**src/rtl/cordic_share_arb_pkg.sv**
```systemverilog
// Shared types for the CORDIC sharing arbiter: FSM states, requester IDs and requester count.
package cordic_share_arb_pkg;

  localparam int NUM_REQ = 2;

  typedef logic [$clog2(NUM_REQ)-1:0] req_id_t;

  localparam req_id_t REQ0 = 1'b0;
  localparam req_id_t REQ1 = 1'b1;

  typedef enum logic [1:0] {
    ST_IDLE  = 2'd0,
    ST_LOCK0 = 2'd1,
    ST_LOCK1 = 2'd2
  } arb_state_t;

endpackage

```
**src/rtl/arb_tag_fifo.sv**
```systemverilog
// First-word-fall-through tag FIFO, depth 2**AW; head visible the cycle after push.
// Push is ignored when full and pop when empty; clear empties it synchronously.
module arb_tag_fifo #(
  parameter int DW = 1,
  parameter int AW = 4
) (
  input  logic          clk,
  input  logic          reset,
  input  logic          clear,
  input  logic          push,
  input  logic [DW-1:0] push_dat,
  input  logic          pop,
  output logic [DW-1:0] pop_dat,
  output logic          full,
  output logic          empty,
  output logic [AW:0]   count
);

  localparam int DEPTH = 1 << AW;

  logic [DW-1:0] mem [DEPTH];
  logic [AW-1:0] wr_ptr, rd_ptr;
  logic          do_push, do_pop;

  assign do_push = push && !full;
  assign do_pop  = pop && !empty;
  assign full    = (count == (AW+1)'(DEPTH));
  assign empty   = (count == '0);
  assign pop_dat = mem[rd_ptr];

  always_ff @(posedge clk or posedge reset) begin
    if (reset) begin
      wr_ptr <= '0;
      rd_ptr <= '0;
      count  <= '0;
    end else if (clear) begin
      wr_ptr <= '0;
      rd_ptr <= '0;
      count  <= '0;
    end else begin
      if (do_push) wr_ptr <= wr_ptr + 1'b1;
      if (do_pop)  rd_ptr <= rd_ptr + 1'b1;
      if (do_push && !do_pop)      count <= count + 1'b1;
      else if (!do_push && do_pop) count <= count - 1'b1;
    end
  end

  // Storage needs no reset: only entries between the pointers are ever read.
  always_ff @(posedge clk) begin
    if (do_push) mem[wr_ptr] <= push_dat;
  end

endmodule

```
**src/rtl/cordic_share_arb.sv**
```systemverilog
// Round-robin packet arbiter sharing one CORDIC/mult pipeline between two streams; zero-latency pass-through both ways.
// Backpressure passes straight through to the locked requester and tag-selected sink; stats counters behind CORDIC_SHARE_ARB_STATS_EN.
module cordic_share_arb
  import cordic_share_arb_pkg::*;
#(
  parameter int WIDTH      = 32,
  parameter int TAG_AWIDTH = 4
) (
  input  logic                clk,
  input  logic                reset,
  input  logic                clear,
  input  logic [WIDTH-1:0]    s0_tdata,
  input  logic                s0_tlast,
  input  logic                s0_tvalid,
  output logic                s0_tready,
  input  logic [WIDTH-1:0]    s1_tdata,
  input  logic                s1_tlast,
  input  logic                s1_tvalid,
  output logic                s1_tready,
  output logic [WIDTH-1:0]    r_tdata,
  output logic                r_tlast,
  output logic                r_tvalid,
  input  logic                r_tready,
  input  logic [WIDTH-1:0]    rr_tdata,
  input  logic                rr_tlast,
  input  logic                rr_tvalid,
  output logic                rr_tready,
  output logic [WIDTH-1:0]    m0_tdata,
  output logic                m0_tlast,
  output logic                m0_tvalid,
  input  logic                m0_tready,
  output logic [WIDTH-1:0]    m1_tdata,
  output logic                m1_tlast,
  output logic                m1_tvalid,
  input  logic                m1_tready,
  output logic [TAG_AWIDTH:0] inflight,
  output logic                orphan,
  output logic [31:0]         pkt_cnt0,
  output logic [31:0]         pkt_cnt1,
  output logic [31:0]         orphan_cnt
);

  arb_state_t state, state_nxt;
  req_id_t    rr_ptr, rr_ptr_nxt;
  logic       tag_push, tag_pop, tag_full, tag_empty;
  req_id_t    tag_push_dat, tag_head;

  always_ff @(posedge clk or posedge reset) begin
    if (reset) begin
      state  <= ST_IDLE;
      rr_ptr <= REQ0;
    end else begin
      state  <= state_nxt;
      rr_ptr <= rr_ptr_nxt;
    end
  end

  always_comb begin
    state_nxt    = state;
    rr_ptr_nxt   = rr_ptr;
    tag_push     = 1'b0;
    tag_push_dat = REQ0;
    s0_tready    = 1'b0;
    s1_tready    = 1'b0;
    r_tdata      = '0;
    r_tlast      = 1'b0;
    r_tvalid     = 1'b0;
    unique case (state)
      ST_IDLE: begin
        if (!clear && !tag_full) begin
          if (s0_tvalid && (!s1_tvalid || rr_ptr == REQ0)) begin
            state_nxt    = ST_LOCK0;
            tag_push     = 1'b1;
            tag_push_dat = REQ0;
          end else if (s1_tvalid) begin
            state_nxt    = ST_LOCK1;
            tag_push     = 1'b1;
            tag_push_dat = REQ1;
          end
        end
      end
      ST_LOCK0: begin
        r_tdata   = s0_tdata;
        r_tlast   = s0_tlast;
        r_tvalid  = s0_tvalid;
        s0_tready = r_tready;
        if (s0_tvalid && r_tready && s0_tlast) begin
          state_nxt  = ST_IDLE;
          rr_ptr_nxt = REQ1;
        end
      end
      ST_LOCK1: begin
        r_tdata   = s1_tdata;
        r_tlast   = s1_tlast;
        r_tvalid  = s1_tvalid;
        s1_tready = r_tready;
        if (s1_tvalid && r_tready && s1_tlast) begin
          state_nxt  = ST_IDLE;
          rr_ptr_nxt = REQ0;
        end
      end
      default: state_nxt = ST_IDLE;
    endcase
    if (clear) state_nxt = ST_IDLE;
  end

  arb_tag_fifo #(
    .DW (1),
    .AW (TAG_AWIDTH)
  ) u_tag_fifo (
    .clk      (clk),
    .reset    (reset),
    .clear    (clear),
    .push     (tag_push),
    .push_dat (tag_push_dat),
    .pop      (tag_pop),
    .pop_dat  (tag_head),
    .full     (tag_full),
    .empty    (tag_empty),
    .count    (inflight)
  );

  // Results come back in grant order, so the FIFO head names the owner of the current rr beat.
  always_comb begin
    m0_tvalid = 1'b0;
    m1_tvalid = 1'b0;
    rr_tready = 1'b1;
    if (!tag_empty) begin
      if (tag_head == REQ0) begin
        m0_tvalid = rr_tvalid;
        rr_tready = m0_tready;
      end else begin
        m1_tvalid = rr_tvalid;
        rr_tready = m1_tready;
      end
    end
  end

  assign m0_tdata = rr_tdata;
  assign m0_tlast = rr_tlast;
  assign m1_tdata = rr_tdata;
  assign m1_tlast = rr_tlast;
  assign tag_pop  = rr_tvalid && rr_tready && rr_tlast && !tag_empty;

  always_ff @(posedge clk or posedge reset) begin
    if (reset) orphan <= 1'b0;
    else       orphan <= rr_tvalid && tag_empty;
  end

`ifdef CORDIC_SHARE_ARB_STATS_EN
  logic s0_last_hs, s1_last_hs;
  assign s0_last_hs = s0_tvalid && s0_tready && s0_tlast;
  assign s1_last_hs = s1_tvalid && s1_tready && s1_tlast;

  always_ff @(posedge clk or posedge reset) begin
    if (reset) begin
      pkt_cnt0   <= '0;
      pkt_cnt1   <= '0;
      orphan_cnt <= '0;
    end else begin
      if (s0_last_hs) pkt_cnt0   <= pkt_cnt0 + 32'd1;
      if (s1_last_hs) pkt_cnt1   <= pkt_cnt1 + 32'd1;
      if (orphan)     orphan_cnt <= orphan_cnt + 32'd1;
    end
  end
`else
  assign pkt_cnt0   = '0;
  assign pkt_cnt1   = '0;
  assign orphan_cnt = '0;
`endif

endmodule

```
**config.mk**
```make
export PLATFORM = sky130hd
export DESIGN_NAME = cordic_share_arb
export DESIGN_NICKNAME = d
export VERILOG_FILES = /design/src/rtl/cordic_share_arb_pkg.sv /design/src/rtl/arb_tag_fifo.sv /design/src/rtl/cordic_share_arb.sv
export SDC_FILE = /design/constraint.sdc
export NUM_CORES = 1
export LEC_CHECK = 0
export BUFFER_PORTS_ARGS = -buffer_cell sky130_fd_sc_hd__buf_2
export CAP_MARGIN = 20
export CORE_AREA = 2 2 122 124
export DETAILED_ROUTE_END_ITERATION = 8
export DIE_AREA = 0 0 124 126
export PLACE_DENSITY_LB_ADDON = 0.3
export SETUP_SLACK_MARGIN = 0.1
export SYNTH_ARGS = -nofsm -noshare
export SYNTH_HDL_FRONTEND = slang
export SYNTH_SLANG_ARGS = --single-unit
```
**constraint.sdc**
```tcl
create_clock -name clk -period 4 [get_ports clk]
set_clock_uncertainty 0.1 [all_clocks]
set_input_delay 0 -clock clk [delete_from_list [all_inputs] [get_ports clk]]
set_output_delay 0 -clock clk [all_outputs]
set_load 0.05 [all_outputs]
```
## Yosys cells after proc, flatten, opt, wreduce, memory -nomap -nowiden

Memory sizes are Yosys's and may differ from the RTL's.
Cells that the tools add are included.

| cells by class | value |
|---|---|
| multiplexer cells | 37 |
| add/sub/neg operators | 4 |
| bitwise logic cells | 1 |
| equal/unequal tests | 9 |
| reductions and logical operators | 29 |

Operators by type and width:

| operator | number |
|---|---|
| case mux 32 bit (2 select lines) | 1 |
| two-way mux 1 bit | 19 |
| two-way mux 4 bit | 4 |
| two-way mux 5 bit | 3 |
| logical AND 1 bit | 14 |
| two-way mux 2 bit | 6 |
| inequality test 3 bit (second input constant) | 3 |
| adder 4 x 1 -> 4 bit (second input constant) | 2 |
| logical NOT 1 bit | 6 |
| case mux 1 bit (2 select lines) | 3 |
| case mux 2 bit (3 select lines) | 1 |
| nonzero test 2 bit | 3 |
| adder 5 x 1 -> 5 bit (second input constant) | 1 |
| equality test 5 bit (second input constant) | 1 |
| logical NOT 5 bit | 1 |
| subtractor 5 x 1 -> 5 bit (second input constant) | 1 |
| inequality test 2 bit (second input constant) | 2 |
| inequality test 4 bit (second input constant) | 1 |
| AND reduction 4 bit | 1 |
| AND reduction 3 bit | 1 |
| nonzero test 3 bit | 1 |
| equality test 2 x 1 -> 1 bit (second input constant) | 1 |
| equality test 2 bit (second input constant) | 1 |
| logical NOT 2 bit | 1 |
| 2 further kinds | 2 |

| word-level totals | value |
|---|---|
| memory bits (writable) | 16 |
| output and inout bits | 207 |
| memories | 1 |
| logic and storage cells | 87 |
| register bits | 17 |
| input port bits | 108 |

Memories:

| name | depth | width | read ports | clocked after memory_dff | wr ports | RTL line | source |
|---|---|---|---|---|---|---|---|
| u_tag_fifo.mem | 16 | 1 | 1 | 0 | 1 | arb_tag_fifo.sv:21 | `logic [DW-1:0] mem [DEPTH];` |

## Logic depth before layout (Yosys ltp)

| logic depth | value |
|---|---|
| word-level depth | 12 |
| mapped depth | 12 |
| depth with buffers taken out | 11 |

## Hierarchy

From an unflattened synthesis, not the netlist that was laid out.

| unflattened totals | value |
|---|---|
| cell total of the unflattened synthesis | 420 |
| area, all modules | 3703.6 um^2 |

Modules (own cells, without submodules):

| module | sequential area each (um^2) | instances | cells an instance | area each (um^2) |
|---|---|---|---|---|
| cordic_share_arb | 100.1 | 1 | 278 | 2072.0 |
| arb_tag_fifo | 805.8 | 1 | 142 | 1631.6 |

## Worst setup path before layout

No wires, ideal clock.

| timing path | value |
|---|---|
| path kind | register -> register |
| from | register u_tag_fifo.rd_ptr[0] |
| to | register u_tag_fifo.count[4] |
| stages on the path, launching flop included | 12 |
| data arrival time | 3.286 ns |
| slack | 0.544 ns |
| required time | 3.830 ns |
| clock period less this slack | 3.456 ns |
| buffers on the path | 1 |
| library setup time | 0.070 ns |
| path through | dfrtp_1 -> buf_6 -> mux4_1 -> mux4_2 -> mux2i_4 -> o21ai_0 -> ha_1 -> a21o_1 -> a21oi_1 -> nor4b_1 -> mux2i_1 -> nand3_1 |

| between the ends | value |
|---|---|
| cells in the longest elaborated chain, start to end | 11 |
| elaborated cells on any way between the ends | 13 |
| classes of those cells | mux (4); reduce/logical (8); memory (1) |

Ends and longest elaborated chain:

| element | RTL line | source |
|---|---|---|
| start: declaration | arb_tag_fifo.sv:22 | `logic [AW-1:0] wr_ptr, rd_ptr;` |
| start signal: assignment | arb_tag_fifo.sv:42 | `if (do_pop) rd_ptr <= rd_ptr + 1'b1;` |
| memory (16 x 1 bit) (*) | - |  |
| two-way mux 1 bit (*) | cordic_share_arb.sv:129 | `if (tag_head == REQ0) begin` |
| two-way mux 1 bit (*) | cordic_share_arb.sv:128 | `if (!tag_empty) begin` |
| logical AND 1 bit (*) (3 in series) | cordic_share_arb.sv:143 | `assign tag_pop = rr_tvalid && rr_tready && rr_tlast && !tag_empty;` |
| logical AND 1 bit (*) | arb_tag_fifo.sv:26 | `assign do_pop = pop && !empty;` |
| logical NOT 1 bit | arb_tag_fifo.sv:43 | `if (do_push && !do_pop) count <= count + 1'b1;` |
| logical AND 1 bit | arb_tag_fifo.sv:43 |  |
| two-way mux 5 bit | arb_tag_fifo.sv:43 |  |
| two-way mux 5 bit | arb_tag_fifo.sv:36 | `end else if (clear) begin` |
| end signal: assignment | arb_tag_fifo.sv:43 |  |
| end signal: assignment | arb_tag_fifo.sv:44 | `else if (!do_push && do_pop) count <= count - 1'b1;` |
| end: declaration | arb_tag_fifo.sv:16 | `output logic [AW:0] count` |

Mark *: on every way between the ends. The rest lies on a longest branch, timed or not.
A chain may end at the register's enable or synchronous reset.

## Worst setup path after layout

Ends and elaborated chain as after synthesis.

==> flow_metrics.env <==
export IMPL_wl_per_cell_um=13.6
export IMPL_grt_overflow_total=0
export IMPL_reg2reg_to="u_tag_fifo.count[4]"
export IMPL_num_vias=2811
export IMPL_run_status="complete, no violations"
export IMPL_setup_viol=0
export IMPL_max_cap_violations=0
export IMPL_syn_area_um2=3600
export IMPL_r2r_slack_ns=0.46
export IMPL_fin_hold_ws_ns=0.00114
export IMPL_vdd_drop_max_mv=0.194
export IMPL_multiInputGateArea_um2=1730
export IMPL_ant_nets=0
export IMPL_die_w_um=124
export IMPL_routed_wl_um=9260
export IMPL_netlist_instances=410
export IMPL_synth_seq_area_share=0.252
export IMPL_drc=0
export IMPL_startpoint_type="register"
export IMPL_area_growth_syn_to_layout_pct=11.8
export IMPL_place_area_um2=3530
export IMPL_hold_viol_final=0
export IMPL_fmax_ghz=0.282
export IMPL_tritoncts="yes"
export IMPL_synth_top_area_frac=0.338
export IMPL_clock_sinks=33
export IMPL_critPathMaxFanout=7
export IMPL_initial_core_util=0.252
export IMPL_p_total_mw=2.39
export IMPL_min_from="clear"
export IMPL_min_period_ns=3.54
export IMPL_worstSetupPathType="reg -> reg"
export IMPL_synth_most_common_cell="buf_4"
export IMPL_nets=613
export IMPL_yosys_area_top_type="buf_4"
export IMPL_fin_crit_sh=0.886
export IMPL_drive_above_1_share=0.284
export IMPL_port_buffers=122
export IMPL_synth_cell_type_count=41
export IMPL_power_leakage_nw=1.90
export IMPL_power_density_nw_per_um2=594
export IMPL_reg2reg_depth=10
export IMPL_seq_area_um2=907
export IMPL_endpoint_kind="register"
export IMPL_grt_pass1_wl_um=12900
export IMPL_hold_depth=2
export IMPL_clkTransAtPathRegs_ns=0.06
export IMPL_h_tree_depth=2
export IMPL_hold_path_class="in -> reg"
export IMPL_synth_common_cells="buf_4 (162), a22oi_1 (35), nor2b_1 (35)"
export IMPL_drtPass1Iterations=4
export IMPL_r2r_start="u_tag_fifo.rd_ptr[0]"
export IMPL_maxSlewHeadroom=0.289
export IMPL_synth_edf_count=16
export IMPL_tightest_slew_ns=1.06
export IMPL_utilization=0.281
export IMPL_fin_tns_setup_ns=0
export IMPL_die_y_um=126
export IMPL_dieArea_um2=15600
export IMPL_dp_hpwl_um=7170
export IMPL_pin_count=315
export IMPL_coreArea_um2=14300
export IMPL_gp_congestion=0.770
export IMPL_crit_arrival_ns=3.66
export IMPL_async_flop_share=0.515
export IMPL_synth_main_ff_cell="dfrtp_1"
export IMPL_grt_pass1_vias=2443
export IMPL_grt_setup_unrepaired="no"
export IMPL_drtIter0Drc=119
export IMPL_fillers=1557
export IMPL_cp_required_ns=4.12
export IMPL_clockBufferDepth=2
export IMPL_worstSkewPairLatency_ns=0.28
export IMPL_slew_viol_final=0
export IMPL_min_to="state[0]"
export IMPL_antenna_found_initial=2
export IMPL_grt_max_degree=35
export IMPL_avgSynthCellArea_um2=8.78
export IMPL_grt_usage=0.105
export IMPL_row_count=44
export IMPL_cts_root_buf="clkbuf_16"
export IMPL_cts_buffers=5
export IMPL_synth_warnings=0
export IMPL_final_area_um2=4030
export IMPL_post_drt_via_cell_ratio=4.14
export IMPL_yosys_top_cells_area="buf_4 (34%), edfxtp_1 (13%), dfrtp_1 (12%), a22oi_1 (7.3%), nor2b_1 (6.1%)"
export IMPL_ys_ff_latch=33
## per-stage QoR
stage	instances	setup slack, ns
2_1_floorplan	505	0.544
3_3_place_gp	635	0.292
3_5_place_dp	635	0.169
4_1_cts	677	0.140
5_1_grt	677	0.176
6_report	679	0.456
## cell families (layout without fill, tap and decap cells)
kind of cell / count (synthesis) / after routing / share of synthesized area
adder cells (fa/ha/maj): 13 / 13 / 0.0473
flip-flops: 33 / 33 / 0.252
other: 1 / 98 / 0.00104
XOR/XNOR: 8 / 8 / 0.0195
multiplexers: 8 / 8 / 0.0486
AO/OA/AOI/OAI: 58 / 58 / 0.114
buffers and inverters: 189 / 177 / 0.368
AND/OR/NAND/NOR: 100 / 100 / 0.150
## sequential cells by signal, indices dropped and copies added, names as in the netlist
signal and flops:
orphan 1, rr_ptr 1, state 2, u_tag_fifo.count 5, u_tag_fifo.mem 16, u_tag_fifo.rd_ptr 4, u_tag_fifo.wr_ptr 4
## report_power, final
part | internal, mW | switching, mW
combinational | 0.417 | 1.12
clock | 0.230 | 0.145
sequential | 0.416 | 0.0631
## worst max-delay path, stage by stage, from the launching register on
cell,delay (ns)
dfrtp_2,0.45
mux4_1,0.57
mux4_2,0.55
mux2i_4,0.28
o21ai_1,0.21
fa_1,0.47
a21o_1,0.21
a21oi_2,0.21
nor4b_1,0.25
mux2i_1,0.11
nand3_1,0.08
## cell usage in the layout (no fill, tap or decap), drive strengths merged, types with 2 or more instances in the layout
| cell | netlist | routed |
|---|---|---|
| o21ai | 4 | 4 |
| clkbuf | 10 | 5 |
| ha | 12 | 12 |
| a22oi | 35 | 35 |
| nand2 | 13 | 13 |
| a21oi | 10 | 10 |
| conb | 1 | 96 |
| dfrtp | 17 | 17 |
| nand2b | 2 | 2 |
| mux4 | 5 | 5 |
| mux2i | 2 | 2 |
| and2 | 7 | 7 |
| xnor2 | 4 | 4 |
| diode | 0 | 2 |
| and3 | 2 | 2 |
| xor2 | 4 | 4 |
| nor2b | 35 | 35 |
| dlygate4sd3 | 0 | 34 |
| edfxtp | 16 | 16 |
| a32o | 3 | 3 |
| nand3 | 8 | 8 |
| buf | 168 | 124 |
| inv | 11 | 11 |
| nor2 | 19 | 19 |
| nor3 | 5 | 5 |
| clkinvlp | 0 | 3 |
| nor4 | 6 | 6 |
## final cells by class
class                   instances  share of cell area
multi-input cells             283               0.430
repair buffers                158               0.240
flip-flops and latches         33               0.225
well taps                     184              0.0572
clock buffers                   5              0.0311
inverters                      11              0.0103
clock inverters                 3             0.00559
diodes                          2             0.00124
## layer usage
| layer | GRT usage | wire, um | vias up |
|---|---|---|---|
| met5 | 0 | 12 | - |
| met4 | 0.0225 | 95 | 2 |
| met3 | 0.0249 | 847 | 14 |
| met2 | 0.175 | 4460 | 170 |
| met1 | 0.139 | 3840 | 1332 |
| li1 | - | - | 1293 |
## what timing repair did
action	4_1_cts	5_1_grt
endpoints found under the hold margin	82	0
resized for setup	0	3
hold buffers	34	0
buffers inserted	0	0
setup endpoints to repair	0	1
## worst max-delay path by stage
stage | startpoint | endpoint | slack [ns] | depth (start not counted)
after detailed placement | u_tag_fifo.rd_ptr[0] | u_tag_fifo.count[4] | 0.17 | 10
after global routing | u_tag_fifo.rd_ptr[0] | u_tag_fifo.count[4] | 0.18 | 10
after global placement | u_tag_fifo.rd_ptr[0] | u_tag_fifo.count[4] | 0.29 | 10
final | u_tag_fifo.rd_ptr[0] | u_tag_fifo.count[4] | 0.46 | 10
after CTS | u_tag_fifo.rd_ptr[0] | u_tag_fifo.count[4] | 0.14 | 10
after floorplan | u_tag_fifo.rd_ptr[0] | u_tag_fifo.count[4] | 0.54 | 11
(Power assumes the default switching activity.)
